===== src/rtl/vga_sync_decoder.sv =====
// Receive-side VGA timing recovery: rebuilds pixel coordinates, data-enable and
// lock status from an incoming active-low Hsync/Vsync + 12-bit RGB stream.
module vga_sync_decoder #(
    parameter int unsigned H_SYNC      = 96,
    parameter int unsigned H_BACK      = 48,
    parameter int unsigned H_ACTIVE    = 640,
    parameter int unsigned H_TOTAL     = 800,
    parameter int unsigned V_SYNC      = 2,
    parameter int unsigned V_BACK      = 33,
    parameter int unsigned V_ACTIVE    = 480,
    parameter int unsigned V_TOTAL     = 525,
    parameter int unsigned LOCK_FRAMES = 2
) (
    input  logic        clock,
    input  logic        reset,
    input  logic        hsync_in,
    input  logic        vsync_in,
    input  logic [11:0] rgb_in,
    output logic [9:0]  x,
    output logic [9:0]  y,
    output logic        de,
    output logic [11:0] rgb_out,
    output logic        line_start,
    output logic        frame_start,
    output logic        locked,
    output logic        sync_err
);

    localparam int unsigned H_START = H_SYNC + H_BACK;
    localparam int unsigned H_END   = H_START + H_ACTIVE;
    localparam int unsigned V_START = V_SYNC + V_BACK;
    localparam int unsigned V_END   = V_START + V_ACTIVE;
    localparam int unsigned GW      = (LOCK_FRAMES > 1) ? $clog2(LOCK_FRAMES + 1) : 1;

    typedef enum logic [1:0] {SEARCH, TRACK, LOCKED} state_t;

    state_t        state;
    logic          hs_d1, hs_d2, vs_d1, vs_d2;
    logic [11:0]   rgb_d1, rgb_d2;
    logic [10:0]   h_cnt;
    logic [9:0]    v_cnt;
    logic          vsync_pend;
    logic          line_checked;
    logic [GW-1:0] good_cnt;
    logic          hfall_q, fs_q, err_q;

    logic          hfall, vfall, boundary;
    logic [11:0]   h_period;
    logic [10:0]   v_lines;
    logic          line_bad, frame_bad, timeout;
    logic          hact, vact, pix;

    // Length checks use the count at the closing edge directly, one bit wider
    // so a saturated counter can never alias to a legal length.
    always_comb begin
        hfall     = hs_d2 & ~hs_d1;
        vfall     = vs_d2 & ~vs_d1;
        boundary  = hfall & (vsync_pend | vfall);
        h_period  = {1'b0, h_cnt} + 12'd1;
        v_lines   = {1'b0, v_cnt} + 11'd1;
        line_bad  = hfall & line_checked & (h_period != 12'(H_TOTAL));
        frame_bad = boundary & (v_lines != 11'(V_TOTAL));
        timeout   = ~hfall & ((h_cnt == '1) | (v_cnt == '1));
        hact      = (h_cnt >= 11'(H_START)) & (h_cnt < 11'(H_END));
        vact      = (v_cnt >= 10'(V_START)) & (v_cnt < 10'(V_END));
        pix       = (state == LOCKED) & hact & vact;
    end

    always_ff @(posedge clock or negedge reset) begin
        if (!reset) begin
            state        <= SEARCH;
            hs_d1        <= 1'b1;
            hs_d2        <= 1'b1;
            vs_d1        <= 1'b1;
            vs_d2        <= 1'b1;
            rgb_d1       <= '0;
            rgb_d2       <= '0;
            h_cnt        <= '0;
            v_cnt        <= '0;
            vsync_pend   <= 1'b0;
            line_checked <= 1'b0;
            good_cnt     <= '0;
            hfall_q      <= 1'b0;
            fs_q         <= 1'b0;
            err_q        <= 1'b0;
            x            <= '0;
            y            <= '0;
            de           <= 1'b0;
            rgb_out      <= '0;
            line_start   <= 1'b0;
            frame_start  <= 1'b0;
            locked       <= 1'b0;
            sync_err     <= 1'b0;
        end else begin
            hs_d1  <= hsync_in;
            hs_d2  <= hs_d1;
            vs_d1  <= vsync_in;
            vs_d2  <= vs_d1;
            rgb_d1 <= rgb_in;
            rgb_d2 <= rgb_d1;

            if (hfall)
                h_cnt <= '0;
            else if (h_cnt != '1)
                h_cnt <= h_cnt + 11'd1;

            // An hfall in the same cycle as vfall consumes it immediately.
            if (hfall)
                vsync_pend <= 1'b0;
            else if (vfall)
                vsync_pend <= 1'b1;

            if (boundary)
                v_cnt <= '0;
            else if (hfall && v_cnt != '1)
                v_cnt <= v_cnt + 10'd1;

            if (hfall)
                line_checked <= 1'b1;

            hfall_q <= hfall;
            fs_q    <= boundary;
            err_q   <= 1'b0;

            case (state)
                SEARCH: begin
                    if (boundary) begin
                        good_cnt     <= '0;
                        line_checked <= 1'b0;
                        state        <= TRACK;
                    end
                end
                TRACK: begin
                    if (line_bad || frame_bad) begin
                        err_q <= 1'b1;
                        state <= SEARCH;
                    end else if (boundary) begin
                        good_cnt <= good_cnt + 1'b1;
                        if (good_cnt == GW'(LOCK_FRAMES - 1))
                            state <= LOCKED;
                    end
                end
                LOCKED: begin
                    if (line_bad || frame_bad || timeout) begin
                        err_q <= 1'b1;
                        state <= SEARCH;
                    end
                end
                default: state <= SEARCH;
            endcase

            // Output stage: aligned two edges after the sampled input.
            line_start  <= hfall_q;
            frame_start <= fs_q;
            sync_err    <= err_q;
            locked      <= (state == LOCKED);
            de          <= pix;
            x           <= pix ? 10'(h_cnt - 11'(H_START)) : '0;
            y           <= pix ? (v_cnt - 10'(V_START)) : '0;
            rgb_out     <= pix ? rgb_d2 : '0;
        end
    end

endmodule

===== config.mk =====
export PLATFORM = sky130hd
export DESIGN_NAME = vga_sync_decoder
export DESIGN_NICKNAME = d
export VERILOG_FILES = /design/src/rtl/vga_sync_decoder.sv
export SDC_FILE = /design/constraint.sdc
export NUM_CORES = 1
export LEC_CHECK = 0
export BUFFER_PORTS_ARGS = -buffer_cell sky130_fd_sc_hd__buf_2
export CAP_MARGIN = 20
export CORE_ASPECT_RATIO = 1.75
export CORE_MARGIN = 1
export CORE_UTILIZATION = 64
export CTS_BUF_LIST = sky130_fd_sc_hd__clkbuf_4 sky130_fd_sc_hd__clkbuf_8
export DETAILED_ROUTE_END_ITERATION = 10
export PLACE_DENSITY = 0.93
export SYNTH_ARGS = -nofsm -noshare
export SYNTH_HDL_FRONTEND = slang
export SYNTH_SLANG_ARGS = --single-unit

===== constraint.sdc =====
create_clock -name clock -period 4.35 [get_ports clock]
set_input_delay 0.87 -clock clock [delete_from_list [all_inputs] [get_ports clock]]
set_output_delay 0.87 -clock clock [all_outputs]
set_load 0.05 [all_outputs]

==> results of run 1 <==
-- metrics by stage --
stage,hold slack [ns],util,instance area [sq um],std cells
3_3_place_gp,0.332,0.715,4200,458
5_1_grt,0.342,0.757,4450,475
6_report,0.354,0.758,4450,476
2_1_floorplan,0.331,-,3930,343
3_5_place_dp,0.336,0.715,4200,458
4_1_cts,0.356,0.753,4420,474
-- logic make-up (layout without fill, tap and decap cells) --
group	Yosys count	count (layout)	synth area share
buf+inv	30	84	0.0366
simple gates	132	132	0.175
fa+ha+maj	11	11	0.0350
compound gates	51	51	0.0926
xor+xnor	21	21	0.0468
mux	3	3	0.00796
flops	95	95	0.606
other cells	0	1	0
-- power breakdown --
group | total [uW] | internal (uW) | switching (uW)
registers | 1020 | 952 | 69.1
logic | 343 | 132 | 211
clock network | 635 | 336 | 299
total | 2000 | 1420 | 579
-- area by class of cell --
cell class / instances / share of cell area
tap: 78 / 0.0219
timing repair buffer: 53 / 0.0652
clock buffer: 11 / 0.0312
clock inverter: 5 / 0.0185
sequential: 95 / 0.535
antenna: 1 / 0.000562
inverter: 15 / 0.0126
multi-input combinational: 218 / 0.315
-- flip-flops by register name, summed over array words and instances (netlist names), 2 cells and up, named ones only --
signal	count
rgb_d1	12
rgb_d2	12
rgb_out	12
h_cnt	11
v_cnt	10
x	10
y	10
good_cnt	2
state	2
-- cells in the final DEF, fill, tap and decap left out, types with 4 or more instances in the layout --
master and n:
xor2_1 6, dfrtp_1 91, nor2_1 44, nand2_1 25
o21ai_0 10, a21oi_1 10, buf_2 51, clkbuf_8 9
xnor2_1 15, inv_1 15, nor2b_1 5, nand3_1 10
dfstp_2 4, nor3_1 5, and2_1 17, a31oi_1 5
ha_1 11
-- routing by layer --
metal / GRT usage / vias to the layer above / share of wire
li1: - / 1254 / -
met2: 0.463 / 129 / 0.55
met3: 0.0908 / 28 / 0.060
met4: 0.153 / 0 / 0.038
met5: 0 / - / 0
met1: 0.297 / 1380 / 0.35
-- worst paths after layout --
check | startpoint | slack, ns | end | depth (start not counted)
max reg2reg | v_cnt[0]$_DFFE_PN0P_ | 1.47 | x[2]$_DFF_PN0_ | 7
max in group asynchronous | reset | 3.32 | vs_d1$_DFF_PN1_ | 2
max | v_cnt[0]$_DFFE_PN0P_ | 1.47 | x[2]$_DFF_PN0_ | 7
min in group asynchronous | reset | 0.36 | rgb_d2[4]$_DFF_PN0_ | 1
min reg2reg | rgb_d1[9]$_DFF_PN0_ | 0.35 | rgb_d2[9]$_DFF_PN0_ | 0
min | rgb_d1[9]$_DFF_PN0_ | 0.35 | rgb_d2[9]$_DFF_PN0_ | 0
-- worst reg2reg max path, cell delays in order, from the launching register on --
cell       delay [ns]
dfrtp_1          0.44
ha_1             0.32
nor4_1           0.35
nand2b_1         0.24
a21oi_1          0.10
o2111ai_2        0.61
inv_1            0.43
and2_1           0.29
==> results by group, run 1 <==
Floorplan
  – Row Count: 37
  – Die X-Extent: ~61 um
  – Die area: 6470 sq um
  – I/O pin count: 53
  – Die Span Y: roughly 110 um
  – Initial Util: 0.668
  – Core box area: roughly 6000 sq um

Global routing
  – Initial antenna violation count: 1
  – Total gr overflow: 0
  – GRT Resource Usage Total: 0.278
  – First-pass GRT wire length: 12800 um
  – Largest net degree at the start of global routing: between 90 and 100
  – Vias in the first global route: ~2800

Timing
  – Max Slew Vio Count: 0
  – Hold Fails Final Rpt: 0
  – Final Setup Violations: 0
  – RSZ-0062 raised after global routing: false
  – Setup TNS: 0 ns
  – Slew @ Worst Pin: between 0.7 and 0.8 ns
  – Final Cycle Share: 0.663
  – Setup Skew: 0.00902 ns
  – Final worst setup slack: about 1.5 ns
  – Max-Slew Margin vs Limit: 0.519
  – Fmax: 0.347 GHz
  – Min cycle time layout: slightly below 3 ns

Placed design
  – Setup WS pre-CTS: ~1.5 ns
  – Gpl congestion: 0.884
  – Dpl hpwl: around 5400 um
  – Number of port buffers: 52

Synth
  – Number of flops mapped to enable cells by yosys: 0
  – Synthesis Warnings: 0
  – Asr flop ratio synth: 1.00
  – Ys flop type: dfrtp_1
  – Synth Area per Inst: ~11 sq um
  – Post-synth top area cell: dfrtp_1
  – Syn Nets: 370
  – Post-synth top cells: 91 x dfrtp_1, 44 x nor2_1, 25 x nand2_1, 17 x and2_1
  – Netlist Area Pre-Place: 3930 sq um
  – Syn Inst Count: 343
  – Seq/Total Area, Yosys: 0.606
  – FF+latch count, synth: between 90 and 100
  – Top cells by area, synth: dfrtp_1 58%, nor2_1 4.2%, ha_1 3.5%
  – Most frequent cell after synthesis: dfrtp_1
  – Yosys top cell area share: 0.579
  – Distinct cells, synth: 57

Worst setup path
  – Delay-heaviest family, CP: simple AND/OR/NAND/NOR gates
  – Worst path cell trace: ha_1, nor4_1, nand2b_1, a21oi_1, o2111ai_2, inv_1, and2_1
  – Critical Path Sink Type: flop
  – Worst setup SP type: flop
  – Worst path bufs/invs: 1
  – Data required, critical path: ~4.6 ns
  – CP arrival: 3.14 ns
  – Max FO, Critical Path: 17
  – Critical path class: reg -> reg
  – Max incr delay on CP: ~0.60 ns
  – Slowest-stage cell, CP: o2111ai_2

Drt
  – Antenna Nets Post-Route: 0
  – DR vias/cell: between 5 and 6
  – Routed vias: between 2000 and 3000
  – Initial DRC Count: approximately 150
  – WL final: around 8000 um
  – Pre-antenna DRT Iters: 5
  – DR WL/cell: approximately 17 um
  – Drc violations: 0

Clock network
  – Post-CTS Setup Inserts: 0
  – Post-cts resize count: 0
  – Post-CTS Hold Fix Bufs: 0
  – CTS Root Cell: clkbuf_8
  – TritonCTS buffer count: 9
  – CTS tree: done
  – Worst-Skew Late Latency: between 0.3 and 0.4 ns
  – Htree depth: 3
  – Reg clk slew, reported paths: roughly 0.08 ns
  – Clock sinks: between 90 and 100
  – CTS Buffer Depth: 2

Min path
  – Worst hold path class: reg -> reg

Final layout
  – # nets final: ~420
  – Fraction of layout cells with a size suffix above 1: 0.219
  – Area delta synth->final: 13.3%
  – Number of fill cells: roughly 360
  – Multi-input logic area: 1400 sq um
  – Register Area: 2380 sq um

Power
  – Power density over the cells: 449 nW/um^2
  – Peak VDD IR: 0.000308 V
  – Leakage power: 0.00222 uW
  – Tot Pwr: between 1500 and 2000 uW

Status
  – Status: finished, final reports clean

Job
  – Max-cap violation count: 0
No activity file was read; power rests on OpenSTA's default activity.
==> run 2: changes to the inputs <==
CORE_UTILIZATION = 59   (was 64)
PLACE_DENSITY = 0.87   (was 0.93)
clock period = 2.8 ns   (was 4.35 ns; I/O delays follow)
==> results by group, run 2 (synthesized netlist as in run 1, its figures left out) <==
Clock network
  – Htree depth: 3 (unchanged)
  – Post-CTS Setup Inserts: 0 (unchanged)
  – Post-cts resize count: 0 (unchanged)
  – Clock sinks: 95 (unchanged)
  – TritonCTS buffer count: 9 (unchanged)
  – CTS Buffer Depth: 2 (unchanged)
  – Reg clk slew, reported paths: 0.09 ns (about the same)
  – CTS tree: done
  – Post-CTS Hold Fix Bufs: 0 (unchanged)
  – CTS Root Cell: clkbuf_8
  – Worst-Skew Late Latency: 0.37 ns (about the same)

Timing
  – Final Setup Violations: 0 (unchanged)
  – Max Slew Vio Count: 0 (unchanged)
  – Min cycle time layout: 2.46 ns (-0.419 ns)
  – Setup TNS: 0 ns (unchanged)
  – Final Cycle Share: 0.880 (+0.217)
  – Setup Skew: 0.00991 ns (+0.000883 ns)
  – Slew @ Worst Pin: 0.595 ns (-0.126 ns)
  – Hold Fails Final Rpt: 0 (unchanged)
  – Fmax: 0.406 GHz (+17%)
  – Final worst setup slack: 0.335 ns (-1.13 ns)
  – RSZ-0062 raised after global routing: false
  – Max-Slew Margin vs Limit: 0.604 (+0.0842)

Power
  – Clock group share of total power: 0.316 (-0.002)
  – Internal Power: 2190 uW (+54%)
  – Leakage power: 0.00223 uW (+0.67%)
  – Switch Pwr: 876 uW (+51%)
  – Peak VDD IR: 0.000406 V (+32%)
  – Tot Pwr: 3060 uW (+53%)
  – Power density over the cells: 686 nW/um^2 (+53%)
  – Sw frac: 0.286 (-0.00364)
  – Reg power frac: 0.517 (+0.006)
  – Logic pwr share: 0.166 (-0.006)

Worst setup path
  – Max incr delay on CP: 0.44 ns (-0.16 ns)
  – Delay-heaviest family, CP: simple AND/OR/NAND/NOR gates
  – Critical path class: reg -> reg
  – Worst reg2reg setup slack: 0.34 ns (-1.13 ns)
  – CP arrival: 2.71 ns (-0.43 ns)
  – Worst path cell trace: ha_1, and4_4, nor3b_2, a31oi_1, a31oi_4, nand3_1, o211ai_2, mux2_1
  – Worst path bufs/invs: 0 (-1)
  – Register-to-Register Path Depth: 8 (+1)
  – Reg2reg end: state[0]$_DFFE_PN0P_
  – Data required, critical path: 3.05 ns (-1.56 ns)
  – Max FO, Critical Path: 8 (-9)
  – Worst setup SP type: flop
  – Worst r2r src: v_cnt[0]$_DFFE_PN0P_
  – Slowest-stage cell, CP: dfrtp_1
  – Critical Path Sink Type: flop

Drt
  – Initial DRC Count: 202 (+32%)
  – DR WL/cell: 15.5 um (-8.9%)
  – Drc violations: 0 (unchanged)
  – DR vias/cell: 5.50 (-6.2%)
  – Routed vias: 2650 (-5.1%)
  – Pre-antenna DRT Iters: 4 (-1)
  – Antenna Nets Post-Route: 0 (unchanged)
  – WL final: 7460 um (-7.8%)

Job
  – Max-cap violation count: 0 (unchanged)

Status
  – Status: finished, final reports clean

Floorplan
  – Die Span Y: 110 um (+4.1%)
  – Initial Util: 0.606 (-0.0629)
  – I/O pin count: 53 (unchanged)
  – Die X-Extent: 63.7 um (+4.0%)
  – Core box area: 6490 sq um (+10%)
  – Row Count: 39 (+5.4%)
  – Die area: 7000 sq um (+8.3%)

Placed design
  – Gpl congestion: 0.883 (-0.11%)
  – Number of port buffers: 52 (unchanged)
  – Dpl hpwl: 5350 um (-0.75%)
  – Setup WS pre-CTS: 0.357 ns (-1.14 ns)

Final layout
  – Inserted Diodes: 0 (-1)
  – Fraction of layout cells with a size suffix above 1: 0.225 (+0.00586)
  – Core Util, Final: 0.688 (-0.0699)
  – Top Registers: rgb_d1 (12), rgb_d2 (12), rgb_out (12)
  – Most frequent cells in the layout: 91 x dfrtp_1, 51 x buf_2, 44 x nor2_1
  – Area delta synth->final: 13.6%
  – # nets final: 423 (+0.95%)
  – Commonest non-fill, non-tap cell in the layout: dfrtp_1

Global routing
  – First-pass GRT wire length: 12000 um (-6.4%)
  – Total gr overflow: 0 (unchanged)
  – Initial antenna violation count: 0 (-1)
  – Largest net degree at the start of global routing: 51 (-47%)
  – Vias in the first global route: 2609 (-6.4%)
  – GRT Resource Usage Total: 0.233 (-0.0458)

Min path
  – Worst hold path class: in -> async
[run 2: how the worst max path moves through the flow]
stage	slack, ns	startpoint	cells past startpoint	endpoint
3_5_place_dp	0.36	v_cnt[0]$_DFFE_PN0P_	8	state[0]$_DFFE_PN0P_
5_1_grt	0.14	h_cnt[1]$_DFFE_PN0P_	8	state[0]$_DFFE_PN0P_
3_3_place_gp	0.52	v_cnt[0]$_DFFE_PN0P_	8	state[0]$_DFFE_PN0P_
6_report	0.34	v_cnt[0]$_DFFE_PN0P_	8	state[0]$_DFFE_PN0P_
2_1_floorplan	0.61	v_cnt[0]$_DFFE_PN0P_	9	state[0]$_DFFE_PN0P_
4_1_cts	0.33	v_cnt[0]$_DFFE_PN0P_	8	state[0]$_DFFE_PN0P_
[run 2: final cells by class]
class / count / area, sq um
fillers: 445 / 2030
clock buffers: 9 / 124
well taps: 82 / 103
flip-flops and latches: 95 / 2380
multi-input cells: 218 / 1400
repair buffers: 57 / 300
clock inverters: 6 / 93.8
inverters: 15 / 56.3
[run 2: power by group through the flow]
stage / combinational (uW) / sequential, uW / clock (uW)
detailed placement: 509 / 1610 / 0
CTS: 512 / 1580 / 984
floorplan: 372 / 1600 / 0
global placement: 492 / 1600 / 0
global route: 577 / 1600 / 1050
finish: 509 / 1580 / 969
[run 2: through the flow]
step / hold slack [ns] / cell area [sq um] / instances
4_1_cts: 0.219 / 4460 / 482
3_3_place_gp: 0.332 / 4250 / 467
2_1_floorplan: 0.264 / 3930 / 343
6_report: 0.206 / 4460 / 482
3_5_place_dp: 0.336 / 4250 / 467
5_1_grt: 0.246 / 4460 / 482
[run 2: layer usage]
metal	part of all wire	vias up	wire length (um)	track usage
li1	-	1255	-	-
met1	0.39	1306	2870	0.240
met2	0.55	71	4120	0.436
met3	0.034	18	254	0.0529
met4	0.028	0	210	0.109
met5	0	-	0	0
